--- src/rtl/mem_arbiter.sv ---
// Arbitrates one single-port memory between instruction fetch and data access,
// with DM priority bounded by a starvation counter that forces an IF grant.
module mem_arbiter #(
    parameter int unsigned ADDR_W       = 32,
    parameter int unsigned DATA_W       = 32,
    parameter int unsigned STARVE_LIMIT = 4
) (
    input  logic              clk,
    input  logic              n_reset,
    input  logic              if_req,
    input  logic [ADDR_W-1:0] if_addr,
    output logic [DATA_W-1:0] if_rdata,
    output logic              if_ready,
    input  logic              dm_req,
    input  logic              dm_we,
    input  logic [ADDR_W-1:0] dm_addr,
    input  logic [DATA_W-1:0] dm_wdata,
    output logic [DATA_W-1:0] dm_rdata,
    output logic              dm_ready,
    output logic              stall_f,
    output logic              stall_m,
    output logic              mem_req,
    output logic              mem_we,
    output logic [ADDR_W-1:0] mem_addr,
    output logic [DATA_W-1:0] mem_wdata,
    input  logic [DATA_W-1:0] mem_rdata,
    input  logic              mem_ack
);

    localparam int unsigned CNT_W = (STARVE_LIMIT < 1) ? 1 : $clog2(STARVE_LIMIT + 1);
    localparam logic [CNT_W-1:0] CNT_MAX = CNT_W'(STARVE_LIMIT);

    typedef enum logic [1:0] {
        ST_IDLE    = 2'd0,
        ST_BUSY_IF = 2'd1,
        ST_BUSY_DM = 2'd2
    } state_t;

    state_t             r_state;
    logic [CNT_W-1:0]   r_starve_cnt;
    logic               r_mem_req;
    logic               r_mem_we;
    logic [ADDR_W-1:0]  r_mem_addr;
    logic [DATA_W-1:0]  r_mem_wdata;
    logic               r_if_ready;
    logic               r_dm_ready;
    logic [DATA_W-1:0]  r_if_rdata;
    logic [DATA_W-1:0]  r_dm_rdata;

    logic w_idle;
    logic w_if_elig;
    logic w_dm_elig;
    logic w_starved;
    logic w_grant_if;
    logic w_grant_dm;

    // A request still high in its own ready cycle is the old one, not a new one.
    assign w_idle     = (r_state == ST_IDLE);
    assign w_if_elig  = if_req & ~r_if_ready;
    assign w_dm_elig  = dm_req & ~r_dm_ready;
    assign w_starved  = (r_starve_cnt == CNT_MAX);
    assign w_grant_if = w_idle & w_if_elig & (~w_dm_elig | w_starved);
    assign w_grant_dm = w_idle & w_dm_elig & ~w_grant_if;

    always_ff @(posedge clk) begin
        if (!n_reset) begin
            r_state      <= ST_IDLE;
            r_starve_cnt <= '0;
            r_mem_req    <= 1'b0;
            r_mem_we     <= 1'b0;
            r_mem_addr   <= '0;
            r_mem_wdata  <= '0;
            r_if_ready   <= 1'b0;
            r_dm_ready   <= 1'b0;
            r_if_rdata   <= '0;
            r_dm_rdata   <= '0;
        end else begin
            r_if_ready <= 1'b0;
            r_dm_ready <= 1'b0;

            if (!if_req || w_grant_if) begin
                r_starve_cnt <= '0;
            end else if (w_grant_dm && !w_starved) begin
                r_starve_cnt <= r_starve_cnt + CNT_W'(1);
            end

            case (r_state)
                ST_IDLE: begin
                    if (w_grant_dm) begin
                        r_state     <= ST_BUSY_DM;
                        r_mem_req   <= 1'b1;
                        r_mem_we    <= dm_we;
                        r_mem_addr  <= dm_addr;
                        r_mem_wdata <= dm_wdata;
                    end else if (w_grant_if) begin
                        r_state    <= ST_BUSY_IF;
                        r_mem_req  <= 1'b1;
                        r_mem_we   <= 1'b0;
                        r_mem_addr <= if_addr;
                    end
                end
                ST_BUSY_IF: begin
                    if (mem_ack) begin
                        r_state    <= ST_IDLE;
                        r_mem_req  <= 1'b0;
                        r_mem_we   <= 1'b0;
                        r_if_ready <= 1'b1;
                        r_if_rdata <= mem_rdata;
                    end
                end
                ST_BUSY_DM: begin
                    if (mem_ack) begin
                        r_state    <= ST_IDLE;
                        r_mem_req  <= 1'b0;
                        r_mem_we   <= 1'b0;
                        r_dm_ready <= 1'b1;
                        if (!r_mem_we) begin
                            r_dm_rdata <= mem_rdata;
                        end
                    end
                end
                default: begin
                    r_state <= ST_IDLE;
                end
            endcase
        end
    end

    assign mem_req   = r_mem_req;
    assign mem_we    = r_mem_we;
    assign mem_addr  = r_mem_addr;
    assign mem_wdata = r_mem_wdata;
    assign if_ready  = r_if_ready;
    assign dm_ready  = r_dm_ready;
    assign if_rdata  = r_if_rdata;
    assign dm_rdata  = r_dm_rdata;
    assign stall_f   = if_req & ~r_if_ready;
    assign stall_m   = dm_req & ~r_dm_ready;

endmodule

--- config.mk ---
export PLATFORM = sky130hd
export DESIGN_NAME = mem_arbiter
export DESIGN_NICKNAME = d
export VERILOG_FILES = /design/src/rtl/mem_arbiter.sv
export SDC_FILE = /design/constraint.sdc
export NUM_CORES = 1
export LEC_CHECK = 0
export ABC_CLOCK_PERIOD_IN_PS = 2170
export BUFFER_PORTS_ARGS = -buffer_cell sky130_fd_sc_hd__buf_4
export CORE_MARGIN = 1.5
export CORE_UTILIZATION = 42
export DETAILED_ROUTE_END_ITERATION = 6
export GPL_ROUTABILITY_DRIVEN = 1
export GPL_TIMING_DRIVEN = 0
export HOLD_SLACK_MARGIN = 0.06
export PLACE_DENSITY_LB_ADDON = 0.2
export SLEW_MARGIN = 25
export SYNTH_ARGS = -nofsm -noshare
export SYNTH_HDL_FRONTEND = slang
export SYNTH_SLANG_ARGS = --single-unit
--- constraint.sdc ---
create_clock -name clk -period 2.17 [get_ports clk]
set_input_delay 0.217 -clock clk [delete_from_list [all_inputs] [get_ports clk]]
set_output_delay 0.217 -clock clk [all_outputs]
set_load 0.05 [all_outputs]
==> impl_metrics.json <==
{
  "synthesis.instances": 683,
  "layout.nets": 1128,
  "fin_util": 0.649,
  "hold_class": "in -> reg",
  "synth_edf_count": 0,
  "io_buffers": 266,
  "numCtsBuffers": 17,
  "die_h_um": 124,
  "initial_core_util": 0.436,
  "r2r_slack_ns": 0.19,
  "num_antenna_cells": 0,
  "drtIter0Drc": 339,
  "fp.dieW_um": 124,
  "first_pass_iters": 4,
  "worstPathArrival_ns": 1.82,
  "wl_um": 20100,
  "min_period_over_period": 0.937,
  "synth_warnings": 0,
  "gp_congestion": 0.815,
  "cp-start-kind": "flip-flop",
  "cts.sink_count": 137,
  "io_pins": 268,
  "grt_pass1_vias": 6097,
  "globalRouteOverflowTotal": 0,
  "seq_area_frac_synth": 0.448,
  "synth_top_cell_by_area": "dfxtp_1",
  "highest_layer": "met4",
  "ys.flop_type": "dfxtp_1",
  "dr_wl_met3_um": 1750,
  "yosys-top-cells-count": "137 x dfxtp_1, 134 x nand2_1, 124 x a21boi_0",
  "post-route-min-period_ns": 2.03,
  "syn_area_um2": 6130,
  "slew_violations": 0,
  "endpoint": "stall_m",
  "drc_errors": 0,
  "peakVddDrop_uv": 657,
  "area_delta_synth_final_pct": 48.7,
  "final_layout_size_suffix_gt1_frac": 0.355,
  "rsz0062_at_grt": "false",
  "outcome": "finished clean",
  "r2r_start": "r_starve_cnt[0]",
  "worst-slew-pin-transition_ns": 0.589,
  "path_max_fanout": 10,
  "path_cells": "nand2b_1 > buf_4 > inv_4 > buf_6 > buf_6 > buf_4",
  "syn_area_per_cell_um2": 8.97,
  "finalSetupViolCount": 0,
  "synth.most_common_cell": "dfxtp_1",
  "antenna_found_initial": 0,
  "p_leak_nw": 3.84,
  "synth_top_area_frac": 0.448,
  "wl_per_cell_um": 17.1,
  "vias_per_cell": 5.33,
  "fin_ws_ns": 0.136,
  "synthArstFlopShare": 0,
  "final.setup_skew_ns": 0.00970,
  "grt_pass1_wl_um": 31100,
  "die-area_um2": 15300,
  "finalSetupTns_ns": 0,
  "crit_slowest_cell": "dfxtp_1",
  "clkSlewWorstSetupHoldPaths_ns": 0.06,
  "finalHoldViolations": 0,
  "synth_cell_type_count": 36,
  "clk_path_buf_depth": 2,
  "cap_violations": 0,
  "worst_setup_path_end_kind": "output pin",
  "synth.area.top_cells": "dfxtp_1 45%, a21boi_0 15%, nand2_1 8.2%, o221a_2 5.3%, o221ai_1 4.6%",
  "power_mw": 8.13,
  "cpPeakStageDelay_ns": 0.53,
  "drtAntennaViolNets": 0,
  "worstSkewPairLatency_ns": 0.42,
  "ys_ff_latch": 137,
  "num_vias": 6295,
  "htree_levels": 4,
  "fmax_ghz": 0.492,
  "grt_max_degree": 17,
  "cts_root_buf": "clkbuf_16",
  "row_count": 43,
  "dr_wl_met2_um": 9420,
  "syn_nets": 823,
  "place_hpwl_um": 14400,
  "crit_start": "dm_ready",
  "crit_required_ns": 1.95,
  "powerDensity_nw_per_um2": 893,
  "post-route-cell-area_um2": 9110,
  "tritoncts": "yes",
  "cts_resized": 0,
  "core_area_um2": 14000,
  "slew_headroom": 0.604,
  "wl_met1_um": 8480,
  "reg2reg_depth": 7,
  "reg2reg_to": "mem_addr[23]",
  "place_area_um2": 8350,
  "grt_util_all_layers": 0.261,
  "place_ws_ns": 0.243,
  "crit_type": "reg -> out"
}
==> critical path: cells and delay by family (launching register included) <==
kind / cells / cell delay, ns
buf+inv: 5 / 0.70
flops: 1 / 0.53
simple gates: 1 / 0.16
==> state kept, by name, summed over array words and instances, names as in the netlist, 2 cells and up <==
register	flops
dm_rdata	32
if_rdata	32
mem_addr	32
mem_wdata	32
r_starve_cnt	3
r_state	2
==> power breakdown <==
group	switching, mW	total (mW)	internal (mW)	leakage [nW]
Sequential	0.143	2.91	2.76	1.12
Combinational	1.54	2.41	0.865	2.45
Clock	1.08	2.82	1.74	0.277
Total	2.77	8.13	5.37	3.84
==> stage by stage <==
stage | instances | hold WS, ns
after detailed placement | 1129 | 0.457
final | 1180 | 0.0645
after global placement | 1129 | 0.450
after floorplan | 683 | 0.362
after CTS | 1180 | 0.0603
after global routing | 1180 | 0.0613
==> cell type report <==
| class | count | area [um^2] |
|---|---|---|
| Sequential cell | 137 | 2740 |
| Multi-Input combinational cell | 463 | 3010 |
| Tap cell | 180 | 225 |
| Clock inverter | 8 | 96.3 |
| Inverter | 8 | 32.5 |
| Fill cell | 1205 | 4930 |
| Clock buffer | 23 | 468 |
| Buffer | 75 | 343 |
| Timing Repair Buffer | 286 | 2200 |
==> layer usage <==
| metal | vias up | GRT usage |
|---|---|---|
| met2 | 244 | 0.424 |
| met4 | 0 | 0.0963 |
| met3 | 39 | 0.0783 |
| li1 | 3077 | - |
| met5 | - | 0 |
| met1 | 2935 | 0.327 |
==> cells by family after synthesis <==
logic type,after synthesis,share of synthesized area
simple gates,217,0.171
mux,2,0.00327
compound gates,238,0.304
buf+inv,83,0.0613
flops,137,0.448
fa+ha+maj,6,0.0123
==> cells in the final DEF (no fill, tap or decap), types with 3 or more instances in the layout <==
cell type,synthesis,routed
buf_2,24,24
nand2_1,134,134
dlygate4sd3_1,0,20
a21boi_1,4,4
nand3_1,32,32
o21ai_0,33,33
inv_1,7,7
clkinv_2,0,4
buf_4,2,268
o221a_1,4,4
ha_1,6,6
clkbuf_1,45,49
clkbuf_16,0,17
dfxtp_1,137,137
o221ai_1,32,32
a211oi_1,4,4
o221a_2,29,29
a21boi_0,124,124
nand2b_1,3,3
nand3b_1,34,34
buf_6,3,3
==> worst min path at each step <==
stage / slack (ns) / cells past startpoint / start / end
after global routing: 0.06 / 3 / mem_rdata[17] / dm_rdata[17]
after global placement: 0.45 / 2 / mem_req / mem_req
after CTS: 0.06 / 3 / dm_wdata[29] / mem_wdata[29]
after floorplan: 0.36 / 2 / mem_rdata[0] / dm_rdata[0]
final: 0.06 / 3 / dm_wdata[19] / mem_wdata[19]
after detailed placement: 0.46 / 2 / dm_rdata[7] / dm_rdata[7]
==> timing repair <==
item	in CTS	in global routing
endpoints found under the hold margin	22	0
hold buffers	20	0
buffers inserted	0	0
No activity file was read; power rests on OpenSTA's default activity.
